### src/rtl/mux2_rr_arbiter.sv
// Two-input round-robin arbiter feeding a one-entry output register.
// S carries the index of the source whose beat currently sits in the register.
module mux2_rr_arbiter #(
    parameter int WIDTH = 1
) (
    input  logic             CLK,
    input  logic             RESET,
    input  logic [WIDTH-1:0] I0_data,
    input  logic             I0_valid,
    output logic             I0_ready,
    input  logic [WIDTH-1:0] I1_data,
    input  logic             I1_valid,
    output logic             I1_ready,
    output logic [WIDTH-1:0] O_data,
    output logic             O_valid,
    input  logic             O_ready,
    output logic             S
);

    logic             o_valid_q, o_valid_d;
    logic [WIDTH-1:0] o_data_q,  o_data_d;
    logic             s_q,       s_d;
    logic             last_q,    last_d;

    logic load;
    logic grant_any;
    logic grant_idx;
    logic accept;

    assign load      = !o_valid_q || O_ready;
    assign grant_any = I0_valid || I1_valid;
    // On a tie the source that did not win last time goes first.
    assign grant_idx = (I0_valid && I1_valid) ? !last_q : I1_valid;

    assign I0_ready = load && grant_any && !grant_idx && !RESET;
    assign I1_ready = load && grant_any &&  grant_idx && !RESET;
    assign accept   = I0_ready || I1_ready;

    always_comb begin
        o_valid_d = o_valid_q;
        o_data_d  = o_data_q;
        s_d       = s_q;
        last_d    = last_q;
        if (load) begin
            if (accept) begin
                o_valid_d = 1'b1;
                o_data_d  = grant_idx ? I1_data : I0_data;
                s_d       = grant_idx;
                last_d    = grant_idx;
            end else begin
                o_valid_d = 1'b0;
            end
        end
    end

    always_ff @(posedge CLK) begin
        if (RESET) begin
            o_valid_q <= 1'b0;
            o_data_q  <= '0;
            s_q       <= 1'b0;
            last_q    <= 1'b1;
        end else begin
            o_valid_q <= o_valid_d;
            o_data_q  <= o_data_d;
            s_q       <= s_d;
            last_q    <= last_d;
        end
    end

    assign O_valid = o_valid_q;
    assign O_data  = o_data_q;
    assign S       = s_q;

endmodule

### config.mk
export PLATFORM = sky130hd
export DESIGN_NAME = mux2_rr_arbiter
export DESIGN_NICKNAME = d
export VERILOG_FILES = /design/src/rtl/mux2_rr_arbiter.sv
export SDC_FILE = /design/constraint.sdc
export NUM_CORES = 1
export LEC_CHECK = 0
export ABC_CLOCK_PERIOD_IN_PS = 900
export BUFFER_PORTS_ARGS = -buffer_cell sky130_fd_sc_hd__buf_2
export CORE_AREA = 5 5 42 44
export DETAILED_ROUTE_END_ITERATION = 8
export DIE_AREA = 0 0 47 49
export PLACE_DENSITY_LB_ADDON = 0.15
export RECOVER_POWER = 50
export SLEW_MARGIN = 10
export SYNTH_ARGS = -nofsm -noshare
export SYNTH_HDL_FRONTEND = slang
export SYNTH_SLANG_ARGS = --single-unit
### constraint.sdc
create_clock -name CLK -period 0.9 [get_ports CLK]
set_input_delay 0.135 -clock CLK [delete_from_list [all_inputs] [get_ports CLK]]
set_output_delay 0.135 -clock CLK [all_outputs]
set_load 0.005 [all_outputs]
# == Word level (Yosys, flattened, before mapping) ==
# Index checks and enable logic that the tools add are counted.
# classes
n_mux,3
n_reduce_logical,14
# op_table
cell,n
logical AND 1 bit,6
logical NOT 1 bit,4
logical OR 1 bit,3
two-way mux 1 bit,3
AND reduction 2 bit,1
# word_totals
ff_bits,4
inputBits,7
output_inout_bits,5
wordCells,21

# == Depth between registers and ports, before layout ==
# depth
word_depth,7
depth_mapped,3
depth_no_buf,3

# == Least setup slack after synthesis ==
# Ideal clock, no wire load.
# synth_timing
path_type,register to register
startpoint,"reg o_valid_q, in the netlist O_valid"
endpoint,reg last_q
setup_time_ps,120
arrival_ps,817
required_time_ps,780
path_slack_ps,-36
stages_incl_launch_ff,4
n_path_buf,0
period_less_slack_ps,936
path_cell_list,dfxtp_1 > and2b_1 > nor2_1 > a211o_1
# synth_between
elab_chain_cells,7
elab_cells_between_ends,9
classes_between,reduce/logical: 9
# synth_lines
item,line,rtl
"start, declared",20,"logic o_valid_q, o_valid_d;"
"start signal, assigned",63,o_valid_q <= o_valid_d;
logical NOT 1 bit *,30,assign load = !o_valid_q || O_ready;
logical OR 1 bit *,30,
logical AND 1 bit,"35, 36",
"logical AND 1 bit, on equally long branches (2 in series)","35, 36",
logical OR 1 bit,37,assign accept = I0_ready || I1_ready;
AND reduction 2 bit (no source line) *,-,
"end signal, assigned",66,last_q <= last_d;
"end, declared",23,"logic last_q, last_d;"
# Every way passes the cells marked *; elsewhere a longest branch is shown, timed or not.
# A chain may end at the register's enable or synchronous reset.

# == Worst setup path in the final report ==
# layout_timing
startpoint,reg last_q
endpoint,out I0_ready
# layout_between
elab_chain_cells,5
# layout_lines
item,line,rtl
logical NOT 1 bit,33,assign grant_idx = (I0_valid && I1_valid) ? !last_q : I1_valid;
two-way mux 1 bit,33,
logical NOT 1 bit,35,assign I0_ready = load && grant_any && !grant_idx && !RESET;
logical AND 1 bit (2 in series),35,
"end, declared",10,"output logic I0_ready,"
# Every way passes these cells.

==> reports/results.ini <==
[final_layout]
layout_common_cells = buf_2, buf_4, nand2_1, clkbuf_4, buf_6
layoutNonFillerInstCount = 62
num_antenna_cells = 0
final_nets = 55
nFillCells = 173
seq_area_um2 = 82.6
drive_gt1_share_pct = 65.2
final_common_cell = buf_2
multiInputGateArea_um2 = 134
syn_to_final_growth_pct = 95.0

[die]
die_y_um = 49
die_w_um = 47
die_area_um2 = 2300
core_area_um2 = 1400
initial_utilization_pct = 14.3
fp-row-count = 14
ioPinCount = 12

[critical_path]
end_kind = output pin
crit_required_ns = 0.76
start_kind = flop
cp_data_arrival_time_ns = 1.04
crit_type = reg2out
critPathMaxFanout = 3

[synth]
synth_mux_area_share_pct = 5.00
syn-cell-area_um2 = 200
synthSimpleGateAreaFrac_pct = 31.3
synthXorXnorAreaFrac_pct = 0
synth_area_per_cell_um2 = 8.34
synth_fa_ha_area_share_pct = 0
synth_cells = 24
ys_seq_area_share_pct = 40.0
synth_cell_types = 16
ys_ff_latch = 4
synth-compound-area-share_pct = 21.9
syn_nets = 31
yosysWarnings = 0
synth_top_family_by_area = simple AND/OR/NAND/NOR gates

[placed_design]
port_buffers = 11
gp_congestion = 0.719
dpl.cell_count = 52

[job]
maxCapViolations = 0

[run_status]
outcome = finished with violations
violations = negative setup slack

[sta]
final.setup_skew_ns = 0.00715
drv_slew = 0
hold_viol = 0
setup_viol = 7
rsz0062_at_grt = true
worst_pin_slew_ns = 0.228
setup_ws_ns = -0.273
relSlewSlack_pct = 84.7
finalCritPeriodShare_pct = 130
period_needed_ns = 1.17
hold_slack_ns = 0.153
fmax_mhz = 853

[global_route]
grt_pass1_wl_um = 1040
grt_pass1_vias = 269
grtUsageTotal_pct = 6.84
gr-usage-met3_pct = 2.21
grt-ovfl-total = 0
gr-usage-met1_pct = 5.95
grt_antenna_before_repair = 0
top_usage_layer = met2
met2_usage_pct = 10.4
grt_max_degree = 7

[route]
drcViolationCount = 0
dr.pass1.iters = 2
wl_per_cell_um = 10.9
wl_um = 676
viasPerCell = 4.10
vias = 254
ant_nets = 0
first_iter_violations = 1

[clock_tree]
cts_max_level = 1
cts.clk_slew.worst_paths_ns = 0.04
clk_latency_ns = 0.24
hold_buffers = 0
ctsLongestPathBuffers = 2
cts.sinks = 4
cts_buffers = 3
ctsRootBufferMaster = clkbuf_4
cts_tree = done

[worst_hold_path]
hold_path.class = in2reg

[power_and_ir_drop]
leakage_nw = 0.191
powerDensity_nw_per_um2 = 1460
ir_drop_v = 0.000512

[flip-flops by register name, summed over array words and instances, names as in the netlist]
signal and count:
O_data 1, last_q 1, O_valid 1, S 1
[final timing paths]
path,depth (start not counted),from,slack [ns],end
worst max register to register,6,O_valid,-0.23,last_q
worst max-delay path,4,last_q,-0.27,I0_ready
worst min register to register,2,S,0.46,S
worst min-delay path,2,RESET,0.15,S
[stage by stage]
stage / worst slack (ns) / total power, mW / setup TNS (ns) / util [%] / instance area, µm²
final: -0.273 / 0.570 / -1.27 / 27.9 / 390
after global routing: -0.323 / 0.596 / -1.54 / 27.9 / 390
after CTS: -0.289 / 0.576 / -1.01 / 27.2 / 382
after detailed placement: -0.0759 / 0.294 / -0.207 / 20.3 / 284
after global placement: -0.0714 / 0.292 / -0.181 / 20.3 / 284
after floorplan: 0.0360 / 0.248 / 0 / - / 201
[critical path, cell delays in order, from the launching register on]
cell	delay [ns]
dfxtp_2	0.32
or2b_1	0.23
nand2_1	0.08
nor3_2	0.04
buf_2	0.12
[per-layer routing]
metal  part of all wire (%)  routed length [µm]
met1                     38                 256
met2                     55                 372
met3                    5.6                  38
met4                    1.3                   9
met5                      0                   0
[kinds of logic (layout without fill, tap and decap cells)]
| kind of cell | Yosys count | count (layout) |
|---|---|---|
| compound gates | 6 | 6 |
| simple gates | 12 | 12 |
| mux | 1 | 1 |
| buf+inv | 1 | 23 |
| flops | 4 | 4 |
[repair_timing]
action / in CTS / in global routing
setup endpoints to repair: 4 / 7
hold endpoints to repair: 0 / 0
pin swaps: 4 / 2
resized for setup: 9 / 1
setup buffers: 6 / 1
[final cells by class]
type                            count  area share, %
Tap cell                           16           5.13
Timing Repair Buffer               19           32.7
Multi-Input combinational cell     19           34.3
Inverter                            1          0.962
Sequential cell                     4           21.2
Clock buffer                        3           5.77
[Yosys cell counts]
master | count | area, µm²
dfxtp_1 | 4 | 80.1
nand2_1 | 3 | 11.3
nor2_1 | 3 | 11.3
a21oi_1 | 2 | 10.0
a211o_1 | 1 | 8.76
a21boi_2 | 1 | 11.3
a311oi_1 | 1 | 8.76
and2b_1 | 1 | 7.51
inv_1 | 1 | 3.75
mux2i_1 | 1 | 10.0
nand2b_1 | 1 | 6.26
nor3_1 | 1 | 5.00
nor3b_1 | 1 | 7.51
o21ai_0 | 1 | 5.00
or2_2 | 1 | 6.26
or2b_1 | 1 | 7.51
[power by group]
group | switching [mW] | internal, mW
logic | 0.0542 | 0.0780
clock network | 0.0853 | 0.150
registers | 0.00842 | 0.194
Power figures use the tool's default switching activity.
